[src/rtl/mult_arbiter.sv]
// Round-robin arbiter granting two requesters (inversion / encapsulation) access to one
// polynomial multiplier. Defining MULT_ARB_TIMEOUT_EN adds a WAIT-state watchdog.
module mult_arbiter #(
    parameter int unsigned DEG_W       = 11,
    parameter int unsigned MAX_DEG_SUM = 1512,
    parameter int unsigned TIMEOUT     = 4096
) (
    input  logic             clk,
    input  logic             rst_n,
    input  logic             req0,
    input  logic             req1,
    input  logic [DEG_W-1:0] dega0,
    input  logic [DEG_W-1:0] degb0,
    input  logic [DEG_W-1:0] dega1,
    input  logic [DEG_W-1:0] degb1,
    output logic             gnt0,
    output logic             gnt1,
    output logic             done0,
    output logic             done1,
    output logic             err,
    output logic             mult_start,
    output logic [DEG_W-1:0] mult_dega,
    output logic [DEG_W-1:0] mult_degb,
    input  logic             mult_done,
    output logic             busy
);

    localparam int unsigned SUM_W = DEG_W + 1;
    localparam logic [SUM_W-1:0] MAX_SUM = SUM_W'(MAX_DEG_SUM);

    typedef enum logic [2:0] {
        IDLE  = 3'd0,
        CHECK = 3'd1,
        START = 3'd2,
        WAIT  = 3'd3,
        DONE  = 3'd4
    } state_e;

    // Reject a watchdog limit of zero at elaboration.
    if (TIMEOUT < 1) begin : g_bad_timeout
        $error("mult_arbiter: TIMEOUT must be at least 1");
    end

    state_e state_q, state_d;
    logic   gnt0_q, gnt0_d;
    logic   gnt1_q, gnt1_d;
    logic   owner_q, owner_d;
    logic   ptr_q, ptr_d;
    logic   fail_q, fail_d;
    logic   done0_q, done0_d;
    logic   done1_q, done1_d;
    logic   err_q, err_d;
    logic   mult_start_q, mult_start_d;
    logic   busy_q, busy_d;

    logic             winner_c;
    logic [SUM_W-1:0] sum_c;

`ifdef MULT_ARB_TIMEOUT_EN
    localparam int unsigned CNT_W = $clog2(TIMEOUT + 1);
    localparam logic [CNT_W-1:0] CNT_LAST = CNT_W'(TIMEOUT - 1);

    logic [CNT_W-1:0] cnt_q, cnt_d;
`endif

    // Operand routing follows the live grant; zero while nobody owns the multiplier.
    always_comb begin
        mult_dega = '0;
        mult_degb = '0;
        if (gnt0_q) begin
            mult_dega = dega0;
            mult_degb = degb0;
        end else if (gnt1_q) begin
            mult_dega = dega1;
            mult_degb = degb1;
        end
    end

    // One extra bit so the degree sum can never wrap before the limit check.
    assign sum_c    = SUM_W'(mult_dega) + SUM_W'(mult_degb);
    assign winner_c = (req0 && req1) ? ptr_q : req1;

    always_comb begin
        state_d      = state_q;
        gnt0_d       = gnt0_q;
        gnt1_d       = gnt1_q;
        owner_d      = owner_q;
        ptr_d        = ptr_q;
        fail_d       = fail_q;
        done0_d      = 1'b0;
        done1_d      = 1'b0;
        err_d        = 1'b0;
        mult_start_d = 1'b0;
`ifdef MULT_ARB_TIMEOUT_EN
        cnt_d        = cnt_q;
`endif

        case (state_q)
            IDLE: begin
                if (req0 || req1) begin
                    owner_d = winner_c;
                    gnt0_d  = ~winner_c;
                    gnt1_d  = winner_c;
                    fail_d  = 1'b0;
                    state_d = CHECK;
                end
            end
            CHECK: begin
                if (sum_c > MAX_SUM) begin
                    fail_d  = 1'b1;
                    state_d = DONE;
                end else begin
                    state_d = START;
                end
            end
            START: begin
                mult_start_d = 1'b1;
`ifdef MULT_ARB_TIMEOUT_EN
                cnt_d        = '0;
`endif
                state_d      = WAIT;
            end
            WAIT: begin
                if (mult_done) begin
                    fail_d  = 1'b0;
                    state_d = DONE;
                end
`ifdef MULT_ARB_TIMEOUT_EN
                else if (cnt_q == CNT_LAST) begin
                    fail_d  = 1'b1;
                    state_d = DONE;
                end else begin
                    cnt_d = cnt_q + CNT_W'(1);
                end
`endif
            end
            DONE: begin
                done0_d = ~owner_q;
                done1_d = owner_q;
                err_d   = fail_q;
                gnt0_d  = 1'b0;
                gnt1_d  = 1'b0;
                ptr_d   = ~owner_q;
                state_d = IDLE;
            end
            default: begin
                gnt0_d  = 1'b0;
                gnt1_d  = 1'b0;
                state_d = IDLE;
            end
        endcase

        busy_d = (state_d != IDLE);
    end

    always_ff @(posedge clk) begin
        if (!rst_n) begin
            state_q      <= IDLE;
            gnt0_q       <= 1'b0;
            gnt1_q       <= 1'b0;
            owner_q      <= 1'b0;
            ptr_q        <= 1'b0;
            fail_q       <= 1'b0;
            done0_q      <= 1'b0;
            done1_q      <= 1'b0;
            err_q        <= 1'b0;
            mult_start_q <= 1'b0;
            busy_q       <= 1'b0;
`ifdef MULT_ARB_TIMEOUT_EN
            cnt_q        <= '0;
`endif
        end else begin
            state_q      <= state_d;
            gnt0_q       <= gnt0_d;
            gnt1_q       <= gnt1_d;
            owner_q      <= owner_d;
            ptr_q        <= ptr_d;
            fail_q       <= fail_d;
            done0_q      <= done0_d;
            done1_q      <= done1_d;
            err_q        <= err_d;
            mult_start_q <= mult_start_d;
            busy_q       <= busy_d;
`ifdef MULT_ARB_TIMEOUT_EN
            cnt_q        <= cnt_d;
`endif
        end
    end

    assign gnt0       = gnt0_q;
    assign gnt1       = gnt1_q;
    assign done0      = done0_q;
    assign done1      = done1_q;
    assign err        = err_q;
    assign mult_start = mult_start_q;
    assign busy       = busy_q;

endmodule

[config.mk]
export PLATFORM = sky130hd
export DESIGN_NAME = mult_arbiter
export DESIGN_NICKNAME = d
export VERILOG_FILES = /design/src/rtl/mult_arbiter.sv
export SDC_FILE = /design/constraint.sdc
export NUM_CORES = 1
export LEC_CHECK = 0
export BUFFER_PORTS_ARGS = -buffer_cell sky130_fd_sc_hd__buf_2
export CAP_MARGIN = 25
export CORE_MARGIN = 10
export CORE_UTILIZATION = 45
export CTS_CLUSTER_DIAMETER = 200
export DETAILED_ROUTE_END_ITERATION = 10
export PLACE_DENSITY = 0.87
export SLEW_MARGIN = 20
export SYNTH_ARGS = -nofsm -noshare
export SYNTH_HDL_FRONTEND = slang
export SYNTH_SLANG_ARGS = --single-unit
[constraint.sdc]
create_clock -name clk -period 10.14 [get_ports clk]
set_clock_uncertainty 0.05 [all_clocks]
set_input_delay 3.042 -clock clk [delete_from_list [all_inputs] [get_ports clk]]
set_output_delay 3.042 -clock clk [all_outputs]
set_load 0.05 [all_outputs]
==> results by group, run 1 <==
Setup path
  – Req. time, crit path: a little over 7 ns
  – Crit Path Category: in2out
  – Critical-path cell list: buf_2 -> nand2_1 -> o21ai_0 -> buf_2
  – Slowest cell on crit path: buf_2
  – Worst path buffer plus inverter count: 2
  – Crit end category: output port
  – Crit-path max FO: 4
  – Delay-heaviest family, CP: buffers and inverters
  – CP dominant cell by count: buf_2
  – Element type at the critical path start: input port
  – Critical Path Max Stage Delay: 0.30 ns
  – CP arrival: around 3.7 ns

Run
  – Max-cap violations: 0

Pwr
  – Leak: between 0.0009 and 0.001 uW
  – Max IR drop VDD: ~0.00013 V
  – Cell area power density: about 140 nW/um^2
  – Pwr Total: between 200 and 250 uW

Logic synthesis
  – Netlist cell types: 44
  – Syn. warnings: 0
  – Post-synthesis sequential area ratio: between 20% and 30%
  – Syn Nets: around 220
  – Syn Std Cell Area: 1300 um^2
  – Cells after Synth: 162
  – Post-synthesis register bit count: 13
  – Avg Inst Size Synth: between 8 and 9 um^2

CTS
  – # H-tree levels: 1
  – CTS tree: done
  – Clock insertion delay at the later pin of the skew report: around 0.27 ns
  – Post-CTS sizing: 0
  – Hold_buf cts: 0
  – Clock root buffer: clkbuf_4
  – CTS clk-pin slew, worst paths: around 0.07 ns
  – Post-CTS setup buffers: 0
  – # clock sinks: 13
  – CTS Buf Count: 3
  – CTS max path bufs: 2

Placement
  – # port buffers: just under 80
  – DP HPWL: approximately 3200 um
  – GPL Wtd Cong: 0.785

Cells and area
  – Layout cells sized above 1: a little under two fifths
  – Final net count: slightly below 300
  – Ant diodes: 0
  – Commonest non-fill, non-tap cell in the layout: buf_2
  – Leading cell types in the layout, fill and taps excluded: buf_2 (77), a22o_1 (23), dfxtp_1 (13)
  – Area growth, synth to finish: 34.0%

Route
  – DR DRC count: 0
  – DRT iter0 DRCs: about 110
  – Average wire per standard cell: between 10 and 15 um
  – Routed wire length: 3970 um
  – DR vias/cell: 5.60
  – Detail Route Antenna Nets: 0
  – First-pass iteration count of the detailed router: 4
  – Via count: around 1500

Floorplan
  – Row Count: 19
  – Chip width: between 70 and 80 um
  – Core area: 2760 um^2
  – Io pins: between 70 and 80
  – Full die area: roughly 5400 um^2
  – Die Y: between 70 and 80 um
  – Initial Utilization: a little under half

GRT
  – Global-route wire length before repair: 6380 um
  – GRT busiest layer: met2
  – Largest net degree at the start of global routing: 34
  – Initial antenna violation count: 0
  – GRT Overall Usage: 13.9%
  – GR Layer Usage met2: about a quarter
  – GR Layer Usage met3: 5.65%
  – Number of global-route vias before repair: ~1500
  – GRT overflow: 0
  – Met1 GRT Util: between 10% and 20%

STA
  – Slew margin rel.: approximately 69%
  – Setup TNS: 0 ns
  – Worst Max-Slew Pin Slew: between 0.4 and 0.5 ns
  – Final Setup Violations: 0
  – Fin crit share: approximately two thirds
  – Tmin final: ~6.8 ns
  – Final Hold Viols: 0
  – Unrepaired setup endpoints after global routing: no
  – Slew Viols, Final: 0
  – Highest Clock Rate: 0.148 GHz

Min path
  – Worst min path class: reg2reg

Run status
  – Status: complete, no violations
-- synth_stat cells --
cell type | instances | area, um^2
and4b_1 | 1 | 10.0
dfxtp_1 | 13 | 260
nor2b_1 | 2 | 12.5
a31oi_1 | 2 | 12.5
o32ai_2 | 1 | 16.3
buf_1 | 1 | 3.75
o21a_1 | 2 | 15.0
a22o_1 | 23 | 201
nor3_1 | 3 | 15.0
o311ai_0 | 2 | 17.5
a2111oi_2 | 1 | 15.0
inv_1 | 5 | 18.8
a211o_1 | 1 | 8.76
ha_1 | 10 | 125
a211oi_2 | 1 | 12.5
a21oi_1 | 12 | 60.1
and3_1 | 4 | 25.0
or2_2 | 3 | 18.8
a221oi_1 | 1 | 8.76
xnor2_1 | 3 | 26.3
or3b_1 | 1 | 8.76
o2bb2ai_1 | 1 | 8.76
nand4_1 | 1 | 6.26
fa_1 | 1 | 20.0
or3_1 | 3 | 18.8
nand2_1 | 12 | 45.0
a21o_1 | 2 | 15.0
mux2i_1 | 1 | 10.0
xor2_1 | 7 | 61.3
buf_2 | 1 | 5.00
nor2_1 | 11 | 41.3
a22oi_1 | 1 | 7.51
clkbuf_1 | 6 | 22.5
a32oi_1 | 2 | 17.5
nand2b_1 | 1 | 6.26
nand4b_1 | 1 | 8.76
o2111ai_1 | 1 | 8.76
nor4_1 | 4 | 25.0
and2_1 | 1 | 6.26
o21ai_1 | 1 | 5.00
o21ai_0 | 6 | 30.0
nand3b_1 | 2 | 15.0
nand3_1 | 3 | 15.0
o21bai_1 | 1 | 7.51
-- layer usage --
metal  part of all wire, %  vias to the layer above
li1                      -                      775
met1                    38                      687
met2                    51                       38
met3                   9.8                        2
met4                  0.20                        0
met5                     0                        -
-- through the flow --
stage	util [%]	hold WS [ns]	area, um^2	worst slack, ns	std cells
after detailed placement	61.6	0.372	1700	3.41	263
after global placement	61.6	0.376	1700	3.42	263
after global routing	63.1	0.443	1740	3.31	268
final	63.1	0.386	1740	3.37	268
after floorplan	-	0.355	1300	2.86	162
after CTS	62.6	0.383	1730	3.41	267
-- worst register-to-register path, stage by stage, from the launching register on --
cell and delay [ns]:
dfxtp_1 0.53, nor2b_1 0.09, buf_4 0.22, a22o_1 0.24
ha_1 0.23, fa_1 0.41, nand3_1 0.10, nand2_1 0.11
a2111oi_2 0.53, o21bai_1 0.16, a221oi_1 0.37, nor3_1 0.11
a211oi_2 0.32, o32ai_2 0.13
-- flip-flops by register name (all words and copies together), names as in the netlist --
register    cells
busy            1
done0           1
done1           1
err             1
fail_q          1
gnt0            1
gnt1            1
mult_start      1
owner_q         1
ptr_q           1
state_q         3
-- worst paths after layout --
| path | startpoint | endpoint | slack, ns | depth (start not counted) |
|---|---|---|---|---|
| worst max-delay path | degb1[4] | mult_degb[4] | 3.37 | 4 |
| worst min register to register | fail_q$_SDFFE_PN0P_ | err$_SDFF_PN0_ | 0.39 | 2 |
| worst max register to register | gnt0$_SDFFE_PN0P_ | state_q[1]$_SDFF_PN0_ | 6.42 | 13 |
| worst min-delay path | fail_q$_SDFFE_PN0P_ | err$_SDFF_PN0_ | 0.39 | 2 |
-- power by group --
| part | internal [uW] | switching [uW] |
|---|---|---|
| Sequential | 55.5 | 7.30 |
| Clock | 15.2 | 16.5 |
| Combinational | 53.8 | 101 |
| Total | 125 | 125 |
-- area by class of cell --
class,instances,area (um^2)
Clock buffer,4,26.3
Fill cell,251,1020
Inverter,5,18.8
Multi-Input combinational cell,136,988
Sequential cell,13,260
Tap cell,31,38.8
Timing Repair Buffer,79,408
-- logic make-up after synthesis --
| group | count (synthesis) | synth area share, % |
|---|---|---|
| compound gates | 61 | 36.0 |
| simple gates | 53 | 21.4 |
| buf+inv | 13 | 3.85 |
| flops | 13 | 20.0 |
| fa+ha+maj | 11 | 11.2 |
| xor+xnor | 10 | 6.74 |
| mux | 1 | 0.771 |
No activity file was read; power rests on OpenSTA's default activity.
==> run 2, diff against run 1 <==
--- a/config.mk
+++ b/config.mk
@@ -5,13 +5,14 @@
 export SDC_FILE = /design/constraint.sdc
 export NUM_CORES = 1
 export LEC_CHECK = 0
+export ABC_AREA = 1
 export BUFFER_PORTS_ARGS = -buffer_cell sky130_fd_sc_hd__buf_2
 export CAP_MARGIN = 25
 export CORE_MARGIN = 10
 export CORE_UTILIZATION = 45
 export CTS_CLUSTER_DIAMETER = 200
 export DETAILED_ROUTE_END_ITERATION = 10
-export PLACE_DENSITY = 0.87
+export PLACE_DENSITY = 0.83
 export SLEW_MARGIN = 20
 export SYNTH_ARGS = -nofsm -noshare
 export SYNTH_HDL_FRONTEND = slang
==> constraint.sdc (replaced) <==
create_clock -name clk -period 6.4 [get_ports clk]
set_clock_uncertainty 0.05 [all_clocks]
set_input_delay 1.92 -clock clk [delete_from_list [all_inputs] [get_ports clk]]
set_output_delay 1.92 -clock clk [all_outputs]
set_load 0.05 [all_outputs]
==> run 2 against run 1 <==
  * Register-to-register slack got worse by 3.0 ns
  * Largest power group unchanged
  * Critical endpoint is now mult_dega[4]
  * Largest cell class unchanged
  * Cell count rose by 46%
  * Clock-buffer cell count did not move
  * Die area rose by 12%
==> results by group, run 2 <==
Run status
  – Status: complete, no violations

GRT
  – Largest net degree at the start of global routing: 30
  – GRT overflow: 0
  – GRT Overall Usage: a little over an eighth
  – Initial antenna violation count: 0
  – Global-route wire length before repair: between 7000 and 8000 um
  – Number of global-route vias before repair: around 1800

Placement
  – # port buffers: 77
  – Dpl cells: 386
  – DP HPWL: about 3700 um
  – DP Worst Slack: 1.84 ns
  – GPL Wtd Cong: between 0.8 and 0.9

Cells and area
  – Area growth, synth to finish: 28.0%
  – Final net count: about 410
  – Largest Register: state_q
  – Leading cell types in the layout, fill and taps excluded: nand2_1 (108), buf_2 (77), nand3_1 (37)
  – Commonest non-fill, non-tap cell in the layout: nand2_1
  – Ant diodes: 0
  – Filler instances: approximately 350
  – Largest register FFs: 3
  – Non-filler cells, final: just under 400
  – Reg area: 260 um^2
  – Multi-input gate area: 1080 um^2
  – Layout cells sized above 1: between 20% and 30%

CTS
  – # clock sinks: 13
  – CTS Buf Count: 3
  – Clock insertion delay at the later pin of the skew report: approximately 0.27 ns
  – CTS tree: done
  – Post-CTS setup buffers: 0
  – CTS max path bufs: 2
  – Post-CTS sizing: 0
  – CTS clk-pin slew, worst paths: roughly 0.070 ns
  – # H-tree levels: 1
  – Clock root buffer: clkbuf_4
  – Hold_buf cts: 0

Logic synthesis
  – Top cells by area, synth: nand2_1 (27%), dfxtp_1 (17%), nand3_1 (12%)
  – Async S/R FF share, synth: 0%
  – Cells after Synth: 270
  – Syn Std Cell Area: between 1500 and 2000 um^2
  – Number of synthesized flops with an enable pin: 0
  – Avg Inst Size Synth: approximately 5.6 um^2
  – Post-synthesis sequential area ratio: between 15 and 20%
  – Netlist cell types: 27
  – Post-synthesis register bit count: 13
  – Most frequent cell after synthesis: nand2_1
  – Syn Nets: 330
  – Synth top area share: between 20% and 30%
  – Cell accounting for the most synthesized area: nand2_1
  – Most frequent cells after synthesis: nand2_1 (108), nand3_1 (37), inv_1 (30)
  – Main flop type after synthesis: dfxtp_1
  – Syn. warnings: 0

Setup path
  – Critical Path Max Stage Delay: 0.30 ns
  – Crit-path max FO: 4
  – Critical-path cell list: buf_2 -> nand2_4 -> o21ai_4 -> buf_2
  – Crit Path Category: in2out
  – Element type at the critical path start: input port
  – Crit end category: output port
  – CP dominant cell by count: buf_2
  – Req. time, crit path: around 4.4 ns
  – Slowest cell on crit path: buf_2
  – CP arrival: about 2.6 ns

Route
  – First-pass iteration count of the detailed router: 4
  – Via count: ~1900
  – Routed wire length: 4320 um
  – DR vias/cell: ~4.9
  – Detail Route Antenna Nets: 0
  – DRT iter0 DRCs: ~110
  – Average wire per standard cell: between 10 and 15 um
  – DR DRC count: 0

STA
  – Setup TNS: 0 ns
  – Final Setup Violations: 0
  – Tmin final: 4.55 ns
  – Final Hold Viols: 0
  – Highest Clock Rate: roughly 0.22 GHz
  – Slew Viols, Final: 0
  – Fin crit share: 71.1%
  – Unrepaired setup endpoints after global routing: no
  – Slew margin rel.: a little over a third
  – Worst Max-Slew Pin Slew: approximately 0.96 ns
  – Slack of the critical path: between 1.5 and 2 ns

Min path
  – Worst min path class: reg2reg

Floorplan
  – Die Y: 78 um
  – Full die area: around 6100 um^2
  – Row Count: 21
  – Initial Utilization: between 40% and 50%
  – Io pins: slightly below 80
  – Chip width: between 70 and 80 um
  – Core area: around 3300 um^2

Pwr
  – Leak: approximately 0.0012 uW
  – Max IR drop VDD: 0.000227 V
  – Cell area power density: around 380 nW/um^2

Run
  – Max-cap violations: 0
[run 2: cell types whose count changed in the layout (fill, tap and decap cells not counted), sizes merged, moves of 6 or more]
cell   before  now
nand3       3   37
nand2      12  117
xor2        7    1
a22o       23    0
nor2       11   18
inv         5   33
[run 2: cell families (layout without fill, tap and decap cells)]
group | Yosys count | in the layout | share of synthesized area, %
and+or+nand+nor | 179 | 179 | 50.4
xor gates and xnor gates | 2 | 2 | 1.16
buffers and inverters | 41 | 115 | 11.7
adders and majority gates | 11 | 11 | 9.59
AOI/OAI and AO/OA | 24 | 24 | 10.0
DFF | 13 | 13 | 17.2
[run 2: layout make-up]
class                           count  share of cell area (%)
Multi-Input combinational cell    216                    55.6
Inverter                           33                    6.39
Sequential cell                    13                    13.4
Tap cell                           46                    2.97
Clock buffer                        4                    1.36
Timing Repair Buffer               78                    20.3
[run 2: layer usage]
metal  vias to the layer above  GRT usage (%)  routed length, um
met5                         -              0                  0
met1                       813           15.3               1920
met2                        73           21.6               1810
met4                         0           3.05                 28
met3                         5           7.26                557
li1                       1011              -                  -
[run 2: critical path, delay by kind of cell]
kind,cells,cell delay [ns]
buffers and inverters,2,0.40
AND/OR/NAND/NOR,1,0.06
AO/OA/AOI/OAI,1,0.21
[run 2: power breakdown]
group / leakage (uW) / switching (uW) / internal (uW)
clock network: 0.0000150 / 26.0 / 24.2
logic: 0.00108 / 405 / 156
registers: 0.000106 / 20.4 / 97.7
total: 0.00120 / 451 / 278
[run 2: path summary, 6_finish.rpt]
check                             from                    end  slack (ns)  cells after the start
setup / recovery              dega1[4]           mult_dega[4]        1.85                      4
hold / removal    owner_q$_SDFFE_PN0P_       done0$_SDFF_PN0_        0.42                      1
setup reg to reg     gnt1$_SDFFE_PN0P_  state_q[2]$_SDFF_PN0_        3.46                     18
hold reg to reg   owner_q$_SDFFE_PN0P_       done0$_SDFF_PN0_        0.42                      1
[run 2: through the flow]
step                      instance area, um^2  hold slack (ns)  total power [uW]  util, %
final                                    1940            0.422               729     59.0
after global routing                     1940            0.466               803     59.0
after CTS                                1940            0.423               733     59.0
after detailed placement                 1910            0.408               682     58.2
after global placement                   1910            0.394               674     58.2
after floorplan                          1510            0.377               572        -
